**config.mk**
```make
export PLATFORM = sky130hd
export DESIGN_NAME = seq_pattern_tx
export DESIGN_NICKNAME = d
export VERILOG_FILES = /design/src/rtl/seq_pattern_tx.sv
export SDC_FILE = /design/constraint.sdc
export NUM_CORES = 1
export LEC_CHECK = 0
export BUFFER_PORTS_ARGS = -buffer_cell sky130_fd_sc_hd__buf_2
export CAP_MARGIN = 10
export CORE_MARGIN = 4
export CORE_UTILIZATION = 53
export DETAILED_ROUTE_END_ITERATION = 12
export PLACE_DENSITY = 0.84
export SYNTH_ARGS = -nofsm -noshare
export SYNTH_HDL_FRONTEND = slang
export SYNTH_SLANG_ARGS = --single-unit
```
**constraint.sdc**
```tcl
create_clock -name clk -period 1.85 [get_ports clk]
set_input_delay 0.0925 -clock clk [delete_from_list [all_inputs] [get_ports clk]]
set_output_delay 0.0925 -clock clk [all_outputs]
set_load 0.01 [all_outputs]
```
**src/rtl/seq_pattern_tx.sv**
```systemverilog
// rtl/seq_pattern_tx.sv - repeated serial pattern transmitter, MSB first
// Sends (repeat_n+1) frames of pattern with one idle-level gap cycle between frames.
module seq_pattern_tx #(
  parameter int WIDTH = 8,
  parameter int CNT_W = 4
) (
  input  logic             clk,
  input  logic             rst,
  input  logic             start,
  input  logic [WIDTH-1:0] pattern,
  input  logic [CNT_W-1:0] repeat_n,
  output logic             out,
  output logic             out_valid,
  output logic             busy,
  output logic             done
);

  localparam int IDX_W = $clog2(WIDTH);
  localparam logic [IDX_W-1:0] IDX_MAX = IDX_W'(WIDTH - 1);

  typedef enum logic [1:0] {
    IDLE  = 2'd0,
    SHIFT = 2'd1,
    GAP   = 2'd2,
    DONE  = 2'd3
  } state_t;

  state_t           state, state_nxt;
  logic [IDX_W-1:0] idx, idx_nxt;
  logic [CNT_W-1:0] frames_left, frames_left_nxt;
  logic [WIDTH-1:0] shadow_pat, shadow_pat_nxt;

  always_ff @(posedge clk or posedge rst) begin
    if (rst) begin
      state       <= IDLE;
      idx         <= IDX_MAX;
      frames_left <= '0;
      shadow_pat  <= '0;
    end else begin
      state       <= state_nxt;
      idx         <= idx_nxt;
      frames_left <= frames_left_nxt;
      shadow_pat  <= shadow_pat_nxt;
    end
  end

  always_comb begin
    state_nxt       = state;
    idx_nxt         = idx;
    frames_left_nxt = frames_left;
    shadow_pat_nxt  = shadow_pat;
    case (state)
      IDLE: begin
        if (start) begin
          shadow_pat_nxt  = pattern;
          frames_left_nxt = repeat_n;
          idx_nxt         = IDX_MAX;
          state_nxt       = SHIFT;
        end
      end
      SHIFT: begin
        // idx parks at 0 on the last bit; GAP reloads it for the next frame
        if (idx == '0) begin
          if (frames_left == '0) begin
            state_nxt = DONE;
          end else begin
            frames_left_nxt = frames_left - CNT_W'(1);
            state_nxt       = GAP;
          end
        end else begin
          idx_nxt = idx - IDX_W'(1);
        end
      end
      GAP: begin
        idx_nxt   = IDX_MAX;
        state_nxt = SHIFT;
      end
      DONE: begin
        state_nxt = IDLE;
      end
      default: begin
        state_nxt = IDLE;
      end
    endcase
  end

  always_comb begin
    out       = 1'b1;
    out_valid = 1'b0;
    busy      = (state != IDLE);
    done      = (state == DONE);
    if (state == SHIFT) begin
      out       = shadow_pat[idx];
      out_valid = 1'b1;
    end
  end

endmodule

```
==> key figures, run 1 <==
Synthesis
  – Post-synthesis cell type count: 34
  – Post-Syn Area per Cell: 11.8 µm²
  – Ys Warns: 0
  – Syn_nets: 101
  – Cell Area, Synth: 976 µm²
  – Largest family of logic cells by synthesized area: multiplexers
  – Post-synth EDFFs: 0
  – Async S/R FF share, synth: 100%
  – Mapped Cells: 83
  – Complex-gate fraction of the synthesized area: 15.6%
  – Xor/xnor cell area share of the yosys netlist: 0%
  – Primary FF master, synth: dfrtp_1
  – Sequential fraction of the synthesis area: 44.0%
  – Multiplexer area fraction after synthesis: 15.9%
  – #FFs+latches synth: 17
  – Adder-Cell Fraction of Synth Area: 3.85%
  – Simple logic cell fraction of the synthesized area: 15.0%

Clock network
  – Clock Sinks: 17
  – Clock buffer depth: 2
  – CTS clk-pin slew, worst paths: 0.10 ns
  – Total number of H-tree levels: 1
  – CTS Buf Count: 3
  – Skew-Pair Late Insertion Delay: 0.29 ns
  – CTS tree: built
  – Clk root buf: clkbuf_4

Cells and area
  – Antenna cell count: 0
  – Layout cells sized above 1: 31.4%
  – P&R area growth vs syn: 16.7%
  – Final Util: 65.9%
  – Nets: 124

STA
  – Worst-Margin Slew: 0.631 ns
  – Final worst path period share: 99.3%
  – Final hold vios: 0
  – Achievable Freq: 544 MHz
  – Final setup fails: 0
  – Fin. max-slew vios: 0
  – Crit path time final: 1.84 ns
  – Setup WS post-layout: 0.0131 ns
  – Max-slew headroom: 57.9%
  – RSZ-0062 raised after global routing: yes
  – Clock skew: 0.0111 ns

Place
  – Setup WS pre-CTS: 0.172 ns
  – Port buffer count: 18
  – GPL Wtd Cong: 0.898
  – Post-DP HPWL: 1.47 mm

GRT
  – Overflow after GRT: 0
  – Global-route usage over all layers: 16.9%
  – Initial antenna violation count: 0
  – Largest net degree at the start of global routing: 18
  – First-pass GRT wire length: 3.45 mm
  – Vias in the first global route: 763

Route
  – DR vias: 767
  – Number of routed nets with antenna violations: 0
  – Vias per cell: 5.90
  – Routed WL per cell: 14.8 µm
  – Final wirelength: 1.92 mm
  – Drt drc: 0
  – DRT iter0 DRCs: 28
  – First drt pass iteration count: 4

Setup path
  – Arrival @ worst endpoint: 1.74 ns
  – CP required: 1.76 ns
  – CP Launch Point: idx[0]
  – Crit start category: flip-flop
  – R2R Path Start: idx[0]
  – Setup crit end: out
  – Critical path capture point type: output pin
  – Reg-to-reg endpoint: frames_left[1]
  – R2R cell count: 6
  – Setup Crit Path Kind: reg -> out
  – Flop2flop setup slack: 0.12 ns
  – CP Max Fanout: 4

Min path
  – Worst Hold Class: in -> reg

Floorplan
  – Starting Density: 56.5%
  – Num rows: 15
  – Die height: 50.9 µm
  – Die X: 50.9 µm
  – Die area: 0.00259 mm²
  – I/O Pins: 19
  – Floorplan core area: 0.00173 mm²

Outcome
  – Status: finished, final reports clean

Pwr
  – Power Density: 1760 mW/mm²
  – Peak VDD IR: 942 µV
  – Lkg Pwr: 0.505 nW

Run
  – Max-Cap Viols: 0
## worst max-delay path, cell delays in order, from the launching register on
cell,delay [ns]
dfstp_2,0.59
mux4_2,0.50
mux2i_1,0.17
nand2_1,0.06
buf_2,0.14
## report_power, final
group / leakage (nW) / internal, mW / switching (mW) / total [mW]
Clock: 0.0150 / 0.0839 / 0.115 / 0.199
Combinational: 0.290 / 0.551 / 0.466 / 1.02
Sequential: 0.200 / 0.584 / 0.201 / 0.785
## sequential cells by signal (all words and copies together), names as in the netlist
signal / flops
idx: 3
state: 2
shadow_pat: 8
frames_left: 4
## how the worst min path moves through the flow
stage	from	endpoint	slack (ns)	cells after the start
floorplan	rst	frames_left[0]	0.02	1
global placement	rst	frames_left[3]	0.20	2
detailed placement	rst	shadow_pat[5]	0.21	2
CTS	pattern[0]	shadow_pat[0]	0.02	2
global route	pattern[5]	shadow_pat[5]	0.03	2
finish	pattern[5]	shadow_pat[5]	0.01	2
## placed cells by master, fill, tap and decap left out
| master | count |
|---|---|
| buf_2 | 18 |
| dfrtp_1 | 14 |
| inv_1 | 8 |
| mux2_1 | 8 |
| nor3_1 | 4 |
| nor3b_1 | 3 |
| o2bb2ai_1 | 3 |
| o22a_1 | 3 |
| a31oi_1 | 3 |
| ha_1 | 3 |
| clkbuf_4 | 3 |
| dfstp_2 | 3 |
| buf_4 | 3 |
| nand2b_1 | 2 |
| o22ai_1 | 2 |
| a22oi_1 | 2 |
| a21oi_1 | 2 |
| mux4_2 | 2 |
| mux2i_1 | 2 |
| and4bb_4 | 1 |
| nor3b_4 | 1 |
| nand4bb_1 | 1 |
| o21ai_4 | 1 |
| or2_1 | 1 |
| nor2b_1 | 1 |
| or3b_1 | 1 |
| o32a_1 | 1 |
| and2_1 | 1 |
| nand2_1 | 1 |
| o21ai_1 | 1 |
| o221ai_2 | 1 |
| o21ai_0 | 1 |
| nor2_1 | 1 |
| nor4bb_1 | 1 |
| clkbuf_1 | 1 |
| dlygate4sd3_1 | 1 |
## cells in the mapped netlist (all sizes together), types with 2 or more instances
master | n | area share [%]
a21oi | 2 | 1.0
a22oi | 2 | 1.5
a31oi | 3 | 1.9
buf | 3 | 2.2
dfrtp | 14 | 36
dfstp | 3 | 8.1
ha | 3 | 3.8
inv | 8 | 3.1
mux2 | 8 | 9.2
mux2i | 2 | 2.1
mux4 | 2 | 4.6
nand2b | 2 | 1.3
nor3 | 4 | 2.1
nor3b | 4 | 4.2
o21ai | 3 | 1.9
o22a | 3 | 2.7
o22ai | 2 | 1.3
o2bb2ai | 3 | 2.7
## per-layer routing
metal  vias to the layer above  global-route usage [%]  share of wire, %
met2                        27                    27.5                47
met1                       379                    24.0                46
met3                         4                    1.75               5.7
li1                        357                       -                 -
met5                         -                       0                 0
met4                         0                    4.04               1.3
## logic make-up after synthesis
kind of cell               Yosys count
AOI/OAI and AO/OA                   20
adders and majority gates            3
and+or+nand+nor                     19
buffers and inverters               12
DFF                                 17
muxes                               12
## metrics by stage
step | std cells | hold slack [ns] | TNS (ns) | total power [mW] | instance area [µm²]
detailed placement | 124 | 0.205 | 0 | 1.78 | 1090
CTS | 130 | 0.0240 | -0.00102 | 1.99 | 1130
finish | 130 | 0.0104 | 0 | 2.00 | 1140
global placement | 124 | 0.199 | 0 | 1.72 | 1090
global route | 130 | 0.0291 | -0.0684 | 2.17 | 1140
floorplan | 83 | 0.0164 | 0 | 1.52 | 976
## cell type report
class / count / area, µm²
Clock buffer: 4 / 26.3
Fill cell: 144 / 588
Inverter: 8 / 30.0
Multi-Input combinational cell: 54 / 499
Sequential cell: 17 / 429
Tap cell: 25 / 31.3
Timing Repair Buffer: 22 / 123
## what timing repair did
action | 4_1_cts | 5_1_grt
gates resized for setup | 0 | 1
hold buffers | 1 | 0
endpoints found under the setup margin | 1 | 2
endpoints found under the hold margin | 14 | 0
setup buffers | 1 | 0
pin swaps | 1 | 0
cloned | 0 | 0
Note: power is estimated with default switching activity, not from simulation.
==> inputs of run 2 (changes only) <==
--- a/config.mk
+++ b/config.mk
@@ -8,9 +8,10 @@
 export BUFFER_PORTS_ARGS = -buffer_cell sky130_fd_sc_hd__buf_2
 export CAP_MARGIN = 10
 export CORE_MARGIN = 4
-export CORE_UTILIZATION = 53
+export CORE_UTILIZATION = 55
 export DETAILED_ROUTE_END_ITERATION = 12
-export PLACE_DENSITY = 0.84
+export PLACE_DENSITY = 0.87
+export RECOVER_POWER = 100
 export SYNTH_ARGS = -nofsm -noshare
 export SYNTH_HDL_FRONTEND = slang
 export SYNTH_SLANG_ARGS = --single-unit
==> constraint.sdc (replaced) <==
create_clock -name clk -period 2.27 [get_ports clk]
set_input_delay 0.1135 -clock clk [delete_from_list [all_inputs] [get_ports clk]]
set_output_delay 0.1135 -clock clk [all_outputs]
set_load 0.01 [all_outputs]
==> run 2 against run 1 <==
Non-clock buffer count shrank 3. Setup slack improved by 0.27 ns. Power fell by 22%. Sequential share of layout area up 1.3 points. Final cell count is 3.1% lower. Count of clock-buffer cells in the layout is the same. Clock power is 17% lower. Largest cell class unchanged. Largest power group unchanged. Highest routed layer unchanged.
==> key figures, run 2 (synthesis gave the netlist of run 1 again) <==
Route
  – Number of routed nets with antenna violations: 0 (unchanged)
  – DR vias: 738 (was 767)
  – DRT iter0 DRCs: 19 (was 28)
  – Final wirelength: 1.84 mm (was 1.92 mm)
  – First drt pass iteration count: 4 (unchanged)
  – Routed WL per cell: 14.6 µm (was 14.8 µm)
  – Drt drc: 0 (unchanged)
  – Vias per cell: 5.86 (was 5.90)

Setup path
  – Slowest CP cell: dfstp_1 (was dfstp_2)
  – Crit start category: flip-flop (unchanged)
  – Crit path cell chain: inv_1, ha_1, and4bb_4, o21ai_0, mux2i_1 (was mux4_2, mux2i_1, nand2_1, buf_2)
  – Critical path capture point type: flip-flop (was output pin)
  – CP required: 2.51 ns (was 1.76 ns)
  – Setup Crit Path Kind: reg -> reg (was reg -> out)
  – Arrival @ worst endpoint: 2.22 ns (was 1.74 ns)
  – CP Max Fanout: 6 (was 4)
  – CP max stage delay: 0.67 ns (was 0.59 ns)

STA
  – Final worst path period share: 87.4%
  – Setup TNS: 0 ns (unchanged)
  – Worst hold margin: 0.0184 ns (was 0.0104 ns)
  – Crit path time final: 1.98 ns
  – Achievable Freq: 504 MHz
  – Worst-Margin Slew: 0.638 ns (was 0.631 ns)
  – Max-slew headroom: 57.4% (was 57.9%)
  – Fin. max-slew vios: 0 (unchanged)
  – Final setup fails: 0 (unchanged)
  – Clock skew: 0.0151 ns (was 0.0111 ns)
  – Final hold vios: 0 (unchanged)
  – RSZ-0062 raised after global routing: no (was yes)

Clock network
  – Clock buffer depth: 2 (unchanged)
  – Skew-Pair Late Insertion Delay: 0.30 ns (was 0.29 ns)
  – Post-CTS setup buffers: 0 (was 1)
  – CTS clk-pin slew, worst paths: 0.10 ns (about the same)
  – CTS Buf Count: 3 (unchanged)
  – Clock Sinks: 17 (unchanged)
  – Total number of H-tree levels: 1 (unchanged)
  – Clk root buf: clkbuf_4 (unchanged)
  – CTS tree: built (unchanged)

Cells and area
  – P&R area growth vs syn: 12.8% (was 16.7%)
  – Register name with the most flops: shadow_pat (unchanged)
  – Area of the multi-input gates: 488 µm² (was 499 µm²)
  – Fillers: 120 (was 144)
  – Final Util: 69.1% (was 65.9%)
  – FF+latch area: 429 µm² (unchanged)
  – Layout cells sized above 1: 25.5% (was 31.4%)
  – Antenna cell count: 0 (unchanged)
  – Nets: 121 (was 124)
  – Most frequent cells in the layout: 16 x buf_2, 14 x dfrtp_1, 8 x inv_1, 8 x mux2_1, 4 x nor3_1 (was 18 x buf_2, 14 x dfrtp_1, 8 x inv_1, 8 x mux2_1, 4 x nor3_1)
  – Commonest non-fill, non-tap cell in the layout: buf_2 (unchanged)
  – Top Registers: shadow_pat x8, frames_left x4, idx x3 (unchanged)
  – Final std cell area, no fill: 0.00110 mm² (was 0.00114 mm²)
  – Largest register FFs: 8 (unchanged)

GRT
  – Largest net degree at the start of global routing: 18 (unchanged)
  – Overflow after GRT: 0 (unchanged)
  – Vias in the first global route: 704 (was 763)
  – Initial antenna violation count: 0 (unchanged)
  – First-pass GRT wire length: 3.14 mm (was 3.45 mm)
  – Global-route usage over all layers: 16.7% (was 16.9%)

Floorplan
  – Die area: 0.00251 mm² (was 0.00259 mm²)
  – Floorplan core area: 0.00159 mm² (was 0.00173 mm²)
  – Num rows: 14 (was 15)
  – Die X: 50.1 µm (was 50.9 µm)
  – Die height: 50.1 µm (was 50.9 µm)
  – I/O Pins: 19 (unchanged)
  – Starting Density: 61.2% (was 56.5%)

Pwr
  – Power Density: 1420 mW/mm² (was 1760 mW/mm²)
  – Final Power: 1.56 mW (was 2.00 mW)
  – Peak VDD IR: 786 µV (was 942 µV)
  – Lkg Pwr: 0.482 nW (was 0.505 nW)

Place
  – DP Area: 0.00107 mm² (was 0.00109 mm²)
  – GPL Wtd Cong: 0.828 (was 0.898)
  – Post-DP HPWL: 1.37 mm (was 1.47 mm)
  – Port buffer count: 18 (unchanged)

Min path
  – Worst Hold Class: in -> reg (unchanged)

Run
  – Max-Cap Viols: 0 (unchanged)

Outcome
  – Status: finished, final reports clean (unchanged)
-- run 2: area by class of cell --
cell class | instances | share of cell area (%)
Tap cell | 24 | 2.73
Timing Repair Buffer | 19 | 8.86
Multi-Input combinational cell | 54 | 44.3
Sequential cell | 17 | 39.0
Clock buffer | 4 | 2.39
Inverter | 8 | 2.73
-- run 2: routing by layer --
layer	part of all wire (%)	track usage, %
met1	44	21.0
met2	48	25.4
met3	5.2	3.92
met4	2.8	11.1
met5	0	0
-- run 2: through the flow --
step | setup WS (ns) | std cells
2_1_floorplan | 0.757 | 83
3_3_place_gp | 0.640 | 121
3_5_place_dp | 0.593 | 121
4_1_cts | 0.355 | 126
5_1_grt | 0.144 | 126
6_report | 0.287 | 126
-- run 2: power by group --
| part | internal, mW | leakage, nW | switching, mW |
|---|---|---|---|
| combinational | 0.404 | 0.268 | 0.341 |
| clock | 0.0686 | 0.0150 | 0.0968 |
| sequential | 0.473 | 0.199 | 0.178 |
-- run 2: worst max-delay path: cells and delay by family (launching register included) --
| family | cells | cell delay (ns) |
|---|---|---|
| simple gates | 1 | 0.24 |
| compound gates | 1 | 0.41 |
| flops | 1 | 0.67 |
| fa+ha+maj | 1 | 0.26 |
| mux | 1 | 0.24 |
| buf+inv | 1 | 0.11 |
-- run 2: path summary, 6_finish.rpt --
check,start,end,slack [ns],cells after the start
max,idx[0],frames_left[1],0.29,5
min,pattern[5],shadow_pat[5],0.02,2
max reg2reg,idx[0],frames_left[1],0.29,5
min reg2reg,shadow_pat[6],shadow_pat[6],0.49,1
max in group asynchronous,rst,shadow_pat[0],1.41,3
min in group asynchronous,rst,frames_left[0],0.43,3
-- run 2: what timing repair did --
item | CTS | global route
hold buffers | 1 | 0
hold endpoints to repair | 14 | 0
resized for setup | 0 | 0
